### src/rtl/prefetch_pkg.sv
// Shared prefetch definitions: lane geometry, fault marker codes and lane
// index/range helpers used by the lane FIFO and its ring buffer.
// The fault codes carry the project values of PREFETCH_GP_FAULT and
// PREFETCH_PF_FAULT.
package prefetch_pkg;

  localparam int LANE_W = 68;
  localparam int LEN_W  = 4;
  localparam int DATA_W = 64;

  localparam logic [LEN_W-1:0] FAULT_GP = 4'd15;
  localparam logic [LEN_W-1:0] FAULT_PF = 4'd14;

  typedef enum logic [1:0] {
    SRC_NONE,
    SRC_GP,
    SRC_PF,
    SRC_WRITE
  } src_e;

  typedef struct packed {
    logic [LEN_W-1:0]  len;
    logic [DATA_W-1:0] data;
  } lane_t;

  function automatic int laneIdxW(int lanes);
    return (lanes > 1) ? $clog2(lanes) : 1;
  endfunction

  function automatic int laneLo(int k);
    return k * LANE_W;
  endfunction

  function automatic int laneLenLo(int k);
    return k * LANE_W + DATA_W;
  endfunction

endpackage

### src/rtl/prefetch_lane_fifo_if.sv
// Bus between the fetch path / decoder and the prefetch lane FIFO.
// Names are seen from the FIFO: i_* flow into it, o_* flow out of it.
interface prefetch_lane_fifo_if #(
  parameter int LANES      = 2,
  parameter int DEPTH_LOG2 = 4
);
  import prefetch_pkg::*;

  logic                      i_pr_reset;
  logic                      i_limit_do;
  logic                      i_pf_do;
  logic                      i_write_do;
  logic [LANES*LANE_W-1:0]   i_write_data;
  logic [DEPTH_LOG2:0]       o_used;
  logic                      o_full;
  logic                      o_almost_full;
  logic                      i_accept_do;
  logic [LANE_W-1:0]         o_accept_data;
  logic                      o_accept_empty;
  logic                      o_overflow;

  modport master (
    output i_pr_reset, i_limit_do, i_pf_do, i_write_do, i_write_data, i_accept_do,
    input  o_used, o_full, o_almost_full, o_accept_data, o_accept_empty, o_overflow
  );

  modport slave (
    input  i_pr_reset, i_limit_do, i_pf_do, i_write_do, i_write_data, i_accept_do,
    output o_used, o_full, o_almost_full, o_accept_data, o_accept_empty, o_overflow
  );

endinterface

### src/rtl/prefetch_lane_ring.sv
// Show-ahead register-array ring buffer holding whole prefetch entries.
// A push is taken when there is room or when the same cycle pops, so a full
// ring can stream at one entry per cycle. Clear empties it synchronously.
module prefetch_lane_ring
  import prefetch_pkg::*;
#(
  parameter int WIDTH      = 2 * LANE_W,
  parameter int DEPTH_LOG2 = 4
) (
  input  logic                  clk,
  input  logic                  rst_n,
  input  logic                  i_clear,
  input  logic                  i_push,
  input  logic                  i_pop,
  input  logic [WIDTH-1:0]      i_data,
  output logic [WIDTH-1:0]      o_q,
  output logic [DEPTH_LOG2:0]   o_used,
  output logic                  o_full,
  output logic                  o_empty
);

  localparam int DEPTH = 1 << DEPTH_LOG2;

  logic [WIDTH-1:0]      r_mem [DEPTH];
  logic [DEPTH_LOG2-1:0] r_rd;
  logic [DEPTH_LOG2-1:0] r_wr;
  logic [DEPTH_LOG2:0]   r_used;
  logic                  w_pop;
  logic                  w_push;

  assign w_pop   = i_pop & ~o_empty;
  assign w_push  = i_push & (~o_full | w_pop);
  assign o_used  = r_used;
  assign o_full  = (r_used == (DEPTH_LOG2+1)'(DEPTH));
  assign o_empty = (r_used == '0);
  assign o_q     = r_mem[r_rd];

  // Pointers and occupancy; a clear drops everything regardless of push/pop.
  always_ff @(posedge clk) begin
    if (!rst_n || i_clear) begin
      r_rd   <= '0;
      r_wr   <= '0;
      r_used <= '0;
    end else begin
      if (w_push) r_wr <= r_wr + 1'b1;
      if (w_pop)  r_rd <= r_rd + 1'b1;
      if (w_push && !w_pop)      r_used <= r_used + 1'b1;
      else if (w_pop && !w_push) r_used <= r_used - 1'b1;
    end
  end

  // Entry storage; when full the write slot is the head being popped.
  always_ff @(posedge clk) begin
    if (w_push && !i_clear) r_mem[r_wr] <= i_data;
  end

endmodule

### src/rtl/prefetch_lane_fifo.sv
// Prefetch queue between the fetch/TLB path and the decoder. Entries of
// LANES lanes are stored whole and handed out one valid lane at a time;
// GP/PF fault markers are injected as single-lane entries.
// Optional: define PREFETCH_LANE_FIFO_OVF_EN to build the sticky overflow
// monitor; without it o_overflow is tied low.
module prefetch_lane_fifo
  import prefetch_pkg::*;
#(
  parameter int LANES      = 2,
  parameter int DEPTH_LOG2 = 4,
  parameter int AF_LEVEL   = 12
) (
  input  logic                  clk,
  input  logic                  rst_n,
  prefetch_lane_fifo_if.slave   bus
);

  localparam int LP_W    = laneIdxW(LANES);
  localparam int ENTRY_W = LANES * LANE_W;

  logic [LP_W-1:0]     r_lp;
  src_e                w_src;
  logic [ENTRY_W-1:0]  w_entry;
  logic [ENTRY_W-1:0]  w_q;
  logic                w_push;
  logic                w_accept;
  logic                w_advance;
  logic                w_popHead;
  logic                w_nextValid;
  logic [LANES:0]      w_laneValid;
  logic [DEPTH_LOG2:0] w_used;
  logic                w_full;
  logic                w_empty;
  lane_t               w_headLane;

  // Pick the enqueue source: GP fault beats PF fault beats plain data.
  always_comb begin
    w_src = SRC_NONE;
    if (bus.i_limit_do)      w_src = SRC_GP;
    else if (bus.i_pf_do)    w_src = SRC_PF;
    else if (bus.i_write_do) w_src = SRC_WRITE;
  end

  // Build the entry to store; fault markers carry only a lane-0 code.
  always_comb begin
    w_entry = '0;
    case (w_src)
      SRC_GP:    w_entry[LANE_W-1:0] = {FAULT_GP, {DATA_W{1'b0}}};
      SRC_PF:    w_entry[LANE_W-1:0] = {FAULT_PF, {DATA_W{1'b0}}};
      SRC_WRITE: w_entry = bus.i_write_data;
      default:   w_entry = '0;
    endcase
  end

  assign w_push = (w_src != SRC_NONE);

  prefetch_lane_ring #(
    .WIDTH      (ENTRY_W),
    .DEPTH_LOG2 (DEPTH_LOG2)
  ) u_ring (
    .clk     (clk),
    .rst_n   (rst_n),
    .i_clear (bus.i_pr_reset),
    .i_push  (w_push),
    .i_pop   (w_popHead),
    .i_data  (w_entry),
    .o_q     (w_q),
    .o_used  (w_used),
    .o_full  (w_full),
    .o_empty (w_empty)
  );

  // Lane validity is a prefix chain: a zero length ends the entry.
  always_comb begin : laneChain
    logic runValid;
    runValid       = 1'b1;
    w_laneValid    = '0;
    w_laneValid[0] = 1'b1;
    for (int k = 1; k < LANES; k++) begin
      runValid       = runValid & (w_q[laneLenLo(k) +: LEN_W] != '0);
      w_laneValid[k] = runValid;
    end
  end

  // Select the lane under lp and see whether another valid lane follows it.
  always_comb begin
    w_headLane  = '0;
    w_nextValid = 1'b0;
    for (int k = 0; k < LANES; k++) begin
      if (r_lp == LP_W'(k)) begin
        w_headLane  = w_q[laneLo(k) +: LANE_W];
        w_nextValid = w_laneValid[k+1];
      end
    end
  end

  assign w_accept  = bus.i_accept_do & ~w_empty;
  assign w_advance = w_accept & w_nextValid;
  assign w_popHead = w_accept & ~w_nextValid;

  // Lane pointer: step within the head entry, rewind when it is retired or flushed.
  always_ff @(posedge clk) begin
    if (!rst_n) begin
      r_lp <= '0;
    end else if (bus.i_pr_reset || w_popHead) begin
      r_lp <= '0;
    end else if (w_advance) begin
      r_lp <= r_lp + LP_W'(1);
    end
  end

  assign bus.o_used         = w_used;
  assign bus.o_full         = w_full;
  assign bus.o_almost_full  = (int'(w_used) >= AF_LEVEL);
  assign bus.o_accept_empty = w_empty;
  assign bus.o_accept_data  = w_empty ? '0 : w_headLane;

`ifdef PREFETCH_LANE_FIFO_OVF_EN
  logic w_drop;
  logic r_overflow;

  assign w_drop = w_push & w_full & ~w_popHead & ~bus.i_pr_reset;

  // Sticky record of any write lost to a full queue; only rst_n clears it.
  always_ff @(posedge clk) begin
    if (!rst_n)      r_overflow <= 1'b0;
    else if (w_drop) r_overflow <= 1'b1;
  end

`ifndef SYNTHESIS
  // Announce each dropped write during simulation.
  always_ff @(posedge clk) begin
    if (rst_n && w_drop) $display("prefetch_lane_fifo: write dropped, queue full (t=%0t)", $time);
  end
`endif

  assign bus.o_overflow = r_overflow;
`else
  assign bus.o_overflow = 1'b0;
`endif

endmodule
### src/flat_wrapper.sv
// flat-port wrapper written by rule: the top's interface ports become plain ports
module prefetch_lane_fifo_flat import prefetch_pkg::*;
#(
  parameter int LANES      = 2,
  parameter int DEPTH_LOG2 = 4,
  parameter int AF_LEVEL   = 12
)
  (clk, rst_n, bus_i_pr_reset, bus_i_limit_do, bus_i_pf_do, bus_i_write_do, bus_i_write_data, bus_i_accept_do, bus_o_used, bus_o_full, bus_o_almost_full, bus_o_accept_data, bus_o_accept_empty, bus_o_overflow);
  prefetch_lane_fifo_if #(.LANES(LANES), .DEPTH_LOG2(DEPTH_LOG2)) bus_i ();
  input  logic clk;
  input  logic rst_n;
  input wire logic [$bits(bus_i.i_pr_reset)-1:0] bus_i_pr_reset;
  input wire logic [$bits(bus_i.i_limit_do)-1:0] bus_i_limit_do;
  input wire logic [$bits(bus_i.i_pf_do)-1:0] bus_i_pf_do;
  input wire logic [$bits(bus_i.i_write_do)-1:0] bus_i_write_do;
  input wire logic [$bits(bus_i.i_write_data)-1:0] bus_i_write_data;
  input wire logic [$bits(bus_i.i_accept_do)-1:0] bus_i_accept_do;
  output wire logic [$bits(bus_i.o_used)-1:0] bus_o_used;
  output wire logic [$bits(bus_i.o_full)-1:0] bus_o_full;
  output wire logic [$bits(bus_i.o_almost_full)-1:0] bus_o_almost_full;
  output wire logic [$bits(bus_i.o_accept_data)-1:0] bus_o_accept_data;
  output wire logic [$bits(bus_i.o_accept_empty)-1:0] bus_o_accept_empty;
  output wire logic [$bits(bus_i.o_overflow)-1:0] bus_o_overflow;
  assign bus_i.i_pr_reset = bus_i_pr_reset;
  assign bus_i.i_limit_do = bus_i_limit_do;
  assign bus_i.i_pf_do = bus_i_pf_do;
  assign bus_i.i_write_do = bus_i_write_do;
  assign bus_i.i_write_data = bus_i_write_data;
  assign bus_i.i_accept_do = bus_i_accept_do;
  assign bus_o_used = bus_i.o_used;
  assign bus_o_full = bus_i.o_full;
  assign bus_o_almost_full = bus_i.o_almost_full;
  assign bus_o_accept_data = bus_i.o_accept_data;
  assign bus_o_accept_empty = bus_i.o_accept_empty;
  assign bus_o_overflow = bus_i.o_overflow;
  prefetch_lane_fifo #(.LANES(LANES), .DEPTH_LOG2(DEPTH_LOG2), .AF_LEVEL(AF_LEVEL)) u_core (.clk(clk), .rst_n(rst_n), .bus(bus_i));
endmodule
### config.mk
export PLATFORM = sky130hd
export DESIGN_NAME = prefetch_lane_fifo_flat
export DESIGN_NICKNAME = d
export VERILOG_FILES = /design/src/rtl/prefetch_pkg.sv /design/src/rtl/prefetch_lane_fifo_if.sv /design/src/rtl/prefetch_lane_ring.sv /design/src/rtl/prefetch_lane_fifo.sv /design/src/flat_wrapper.sv
export SDC_FILE = /design/constraint.sdc
export NUM_CORES = 2
export LEC_CHECK = 0
export BUFFER_PORTS_ARGS = -buffer_cell sky130_fd_sc_hd__buf_2
export CORE_ASPECT_RATIO = 0.7
export CORE_MARGIN = 2
export CORE_UTILIZATION = 45
export CTS_BUF_LIST = sky130_fd_sc_hd__clkbuf_4
export CTS_CLUSTER_SIZE = 40
export DETAILED_ROUTE_END_ITERATION = 16
export HOLD_SLACK_MARGIN = 0.08
export PLACE_DENSITY = 0.58
export SLEW_MARGIN = 15
export SYNTH_ARGS = -nofsm -noshare
export SYNTH_HDL_FRONTEND = slang
export SYNTH_SLANG_ARGS = --single-unit
### constraint.sdc
create_clock -name clk -period 21.1 [get_ports clk]
set_input_delay 3.165 -clock clk [delete_from_list [all_inputs] [get_ports clk]]
set_output_delay 3.165 -clock clk [all_outputs]
set_load 0.02 [all_outputs]
==> flow_summary.html <==
<table>
<tr><th>Metric</th><th>Value</th></tr>
<tr><th colspan="2">Outcome</th></tr>
<tr><td>Result of the run</td><td>completed</td></tr>
<tr><th colspan="2">Timing</th></tr>
<tr><td>Clock tree skew after final layout</td><td>0.120 ns</td></tr>
<tr><td>Final critical-path required period</td><td>9.90 ns</td></tr>
<tr><td>Number of setup violations in the final report</td><td>0</td></tr>
<tr><td>Worst Setup Slack, final</td><td>11.20 ns</td></tr>
<tr><td>Slew margin rel.</td><td>21.7%</td></tr>
<tr><td>Final number of hold-violating endpoints</td><td>0</td></tr>
<tr><td>Worst hold margin</td><td>0.485 ns</td></tr>
<tr><td>Final worst path period share</td><td>46.9%</td></tr>
<tr><td>RSZ-0062 raised after global routing</td><td>no</td></tr>
<tr><td>Setup total negative slack</td><td>0 ns</td></tr>
<tr><td>Total count of max-transition violations in the final report</td><td>0</td></tr>
<tr><td>Worst Max-Slew Pin Slew</td><td>1.17 ns</td></tr>
<tr><td>Maximum clock frequency</td><td>101 MHz</td></tr>
<tr><th colspan="2">Die</th></tr>
<tr><td>CORE AREA</td><td>186000 um^2</td></tr>
<tr><td>I/O pin count</td><td>220</td></tr>
<tr><td>Y dimension of the die</td><td>366 um</td></tr>
<tr><td>Die Footprint</td><td>191000 um^2</td></tr>
<tr><td>Overall die width</td><td>521 um</td></tr>
<tr><td>Cell row count</td><td>132</td></tr>
<tr><td>Initial core utilization</td><td>45.4%</td></tr>
<tr><th colspan="2">Pwr</th></tr>
<tr><td>Internal power contribution</td><td>6.73 mW</td></tr>
<tr><td>Overall power</td><td>8.59 mW</td></tr>
<tr><td>Static Leakage</td><td>31.0 nW</td></tr>
<tr><td>Power share of the combinational group</td><td>3.5%</td></tr>
<tr><td>Proportion of power drawn by flip-flops and latches</td><td>55.9%</td></tr>
<tr><td>Maximum vdd ir drop</td><td>0.0000517 V</td></tr>
<tr><td>Power Dens Cells</td><td>90.2 nW/um^2</td></tr>
<tr><td>NetSw</td><td>1.86 mW</td></tr>
<tr><td>Switch share</td><td>21.6%</td></tr>
<tr><td>Portion of total power attributed to the clock network</td><td>40.6%</td></tr>
<tr><th colspan="2">Drt</th></tr>
<tr><td>Overall via count from detail_route</td><td>39572</td></tr>
<tr><td>Initial DRT Pass Iterations</td><td>7</td></tr>
<tr><td>Average detailed-routed wire length per instance</td><td>29.0 um</td></tr>
<tr><td>Mean number of vias per cell</td><td>5.71</td></tr>
<tr><td>Number of DRC markers in iteration 0</td><td>3841</td></tr>
<tr><td>Total Wirelength</td><td>201000 um</td></tr>
<tr><td>DRC violation count after routing</td><td>0</td></tr>
<tr><td>Number of nets with antenna violations after routing</td><td>0</td></tr>
<tr><th colspan="2">Synth</th></tr>
<tr><td>Post-Syn Area</td><td>84300 um^2</td></tr>
<tr><td>Syn. warnings</td><td>0</td></tr>
<tr><td>Number of synthesized flops with an enable pin</td><td>2176</td></tr>
<tr><td>Number of distinct standard cells referenced by the synthesized netlist</td><td>37</td></tr>
<tr><td>Cells after Synth</td><td>3476</td></tr>
<tr><td>Sequential element share of the synthesized area</td><td>77.9%</td></tr>
<tr><td>Number of flip-flops and latches in the synthesized netlist</td><td>2194</td></tr>
<tr><td>Synth top area share</td><td>77.5%</td></tr>
<tr><td>Post-Synthesis Mean Instance Area</td><td>24.3 um^2</td></tr>
<tr><td>Most common flop cell mapped by yosys</td><td>sky130_fd_sc_hd__edfxtp_1</td></tr>
<tr><td>Share of synthesized flip-flops with an asynchronous set or reset</td><td>0%</td></tr>
<tr><td>Net Count, Synth</td><td>3629</td></tr>
<tr><td>Cell types with the largest area share after synthesis</td><td>sky130_fd_sc_hd__edfxtp_1 78%, sky130_fd_sc_hd__mux4_2 18%, sky130_fd_sc_hd__mux2i_1 1.0%</td></tr>
<tr><td>Yosys top cell by area</td><td>sky130_fd_sc_hd__edfxtp_1</td></tr>
<tr><th colspan="2">Clocking</th></tr>
<tr><td>Number of instances resized during post-cts repair</td><td>0</td></tr>
<tr><td>Number of buffers created by CTS</td><td>535</td></tr>
<tr><td>Count of buffers added by post-CTS timing repair for setup</td><td>0</td></tr>
<tr><td>Clock net sink count</td><td>2194</td></tr>
<tr><td>Post-CTS clock slew at the launch and capture registers of the worst setup and hold paths</td><td>0.07 ns</td></tr>
<tr><td>Clock root buffer</td><td>sky130_fd_sc_hd__clkbuf_4</td></tr>
<tr><td>Latest clock arrival within the worst-skew pair</td><td>1.20 ns</td></tr>
<tr><td>Htree depth</td><td>6</td></tr>
<tr><td>Maximum clock path buffer count</td><td>4</td></tr>
<tr><td>CTS tree</td><td>yes</td></tr>
<tr><td>Hold buffer count at cts</td><td>0</td></tr>
<tr><th colspan="2">Cells and area</th></tr>
<tr><td>Net total in the final layout</td><td>4249</td></tr>
<tr><td>Area growth syn-to-layout</td><td>13.0%</td></tr>
<tr><td>Fill count</td><td>14790</td></tr>
<tr><td>Proportion of layout cells with a drive suffix above 1</td><td>40.4%</td></tr>
<tr><th colspan="2">Global routing</th></tr>
<tr><td>Total global routing overflow</td><td>0</td></tr>
<tr><td>First-pass GRT wire length</td><td>290000 um</td></tr>
<tr><td>Antenna violations before repair</td><td>14</td></tr>
<tr><td>Overall Global Routing Usage</td><td>21.0%</td></tr>
<tr><td>Vias in the first global route</td><td>41661</td></tr>
<tr><td>Maximum number of pins on one net before global-route repair</td><td>145</td></tr>
<tr><th colspan="2">Critical path</th></tr>
<tr><td>Critical Path Sink Type</td><td>output port</td></tr>
<tr><td>CP required</td><td>17.94 ns</td></tr>
<tr><td>Crit path max fanout</td><td>111</td></tr>
<tr><td>CP Capture Point</td><td>bus_o_accept_data[54]</td></tr>
<tr><td>Worst reg2reg endpoint</td><td>u_core.u_ring.r_mem[15][27]$_DFFE_PP_</td></tr>
<tr><td>Startpoint type of the worst setup path</td><td>flop</td></tr>
<tr><td>Type of the worst setup path</td><td>flop to output port</td></tr>
<tr><td>CP Data Arrival Time</td><td>6.73 ns</td></tr>
<tr><td>Depth of the worst register-to-register path</td><td>11</td></tr>
<tr><td>Internal reg-to-reg setup slack</td><td>14.35 ns</td></tr>
<tr><th colspan="2">Place</th></tr>
<tr><td>HPWL Detailed</td><td>92400 um</td></tr>
<tr><td>DP Worst Slack</td><td>12.17 ns</td></tr>
<tr><td>Number of buffer cells added on primary ports</td><td>218</td></tr>
<tr><td>RePlAce Congestion</td><td>0.705</td></tr>
<tr><th colspan="2">Min path</th></tr>
<tr><td>Origin of the worst min-delay path</td><td>u_core.u_ring.r_rd[3]$_SDFFE_PP0N_</td></tr>
<tr><td>Type of the most critical hold path</td><td>flop to flop</td></tr>
<tr><th colspan="2">Run</th></tr>
<tr><td>Number of violations of the max-capacitance limit</td><td>0</td></tr>
</table>
==> kinds of logic (layout without fill, tap and decap cells) <==
group	count (synthesis)	after routing	synth area share [%]
adders and majority gates	10	10	0.157
DFF	2194	2194	77.9
muxes	758	758	19.0
buffers and inverters	210	1183	0.959
xor gates and xnor gates	6	6	0.0623
AOI/OAI and AO/OA	25	25	0.181
other	1	9	0.00445
and+or+nand+nor	272	272	1.71
==> cells in the final DEF (no fill, tap or decap), drive strengths merged, types with 2 or more instances in the layout <==
cell	n
buf	286
xnor2	4
nor2b	4
mux2i	84
edfxtp	2176
nor3	10
bufinv	15
nor2	88
mux4	674
a21oi	13
clkinvlp	8
dfxtp	18
nand2b	9
or3	3
nand2	12
xor2	2
and3	132
inv	17
a21o	3
nand3	5
nor4	5
clkinv	96
ha	9
a22oi	2
clkbuf	761
o21ai	4
diode	8
==> power by group through the flow <==
stage / Clock, mW / Combinational [mW] / Sequential (mW)
after floorplan: 0 / 0.173 / 4.91
after global placement: 0 / 0.311 / 4.89
after detailed placement: 0 / 0.313 / 4.90
after CTS: 3.59 / 0.313 / 4.80
after global routing: 3.81 / 0.327 / 4.80
final: 3.48 / 0.304 / 4.80
==> layout make-up <==
class,count,area [um^2],area share (%)
diodes,8,20.0,0.0210
clock buffers,761,5710,6.00
clock inverters,129,938,0.985
inverters,7,33.8,0.0355
multi-input cells,1072,17900,18.8
flip-flops and latches,2194,65700,69.0
well taps,2479,3100,3.26
repair buffers,286,1810,1.90
==> synthesized netlist by cell type, drive strengths merged, types with 2 or more instances <==
library cell  count
ha                9
a22oi             2
nor3             10
nor2             88
inv               7
nand3             5
nor4              5
a21oi            13
mux2i            84
and3            132
nand2b            9
o21ai             4
or3               3
clkbuf          138
xor2              2
nor2b             4
a21o              3
dfxtp            18
edfxtp         2176
xnor2             4
nand2            12
buf              65
mux4            674
==> how the worst min path moves through the flow <==
stage          slack [ns]                                  to  cells past startpoint
6_report             0.49  u_core.u_ring.r_rd[3]$_SDFFE_PP0N_                      2
5_1_grt              0.53  u_core.u_ring.r_rd[3]$_SDFFE_PP0N_                      2
4_1_cts              0.49  u_core.u_ring.r_rd[3]$_SDFFE_PP0N_                      2
3_5_place_dp         0.48  u_core.u_ring.r_rd[3]$_SDFFE_PP0N_                      2
3_3_place_gp         0.47  u_core.u_ring.r_rd[3]$_SDFFE_PP0N_                      2
2_1_floorplan        0.45                                flop                      2
==> metal layers <==
| metal | part of all wire, % | vias up | global-route usage [%] |
|---|---|---|---|
| li1 | - | 16567 | - |
| met1 | 43 | 21259 | 30.1 |
| met2 | 49 | 1468 | 33.1 |
| met3 | 6.6 | 270 | 4.38 |
| met4 | 1.7 | 8 | 5.64 |
| met5 | 0.027 | - | 0 |
==> metrics by stage <==
| stage | std cells | utilization, % | cell area, um^2 |
|---|---|---|---|
| 2_1_floorplan | 3476 | - | 84300 |
| 3_3_place_gp | 6038 | 47.7 | 88600 |
| 3_5_place_dp | 6038 | 47.7 | 88600 |
| 4_1_cts | 6928 | 51.3 | 95200 |
| 5_1_grt | 6933 | 51.3 | 95200 |
| 6_report | 6936 | 51.3 | 95200 |
==> worst max-delay path, stage by stage (launching register included) <==
cell                      delay (ns)
sky130_fd_sc_hd__dfxtp_4        0.93
sky130_fd_sc_hd__buf_12         0.69
sky130_fd_sc_hd__buf_4          0.79
sky130_fd_sc_hd__buf_4          0.84
sky130_fd_sc_hd__mux4_2         0.61
sky130_fd_sc_hd__mux4_2         0.51
sky130_fd_sc_hd__mux2i_1        0.54
sky130_fd_sc_hd__nor2_1         0.09
sky130_fd_sc_hd__buf_2          0.18
==> state kept, by name, summed over array words and instances, names as in the netlist, named ones only <==
register              cells
u_core.u_ring.r_wr        4
u_core.u_ring.r_mem    2176
u_core.r_lp               1
u_core.u_ring.r_rd        4
u_core.u_ring.o_used      5
Power figures use the tool's default switching activity.
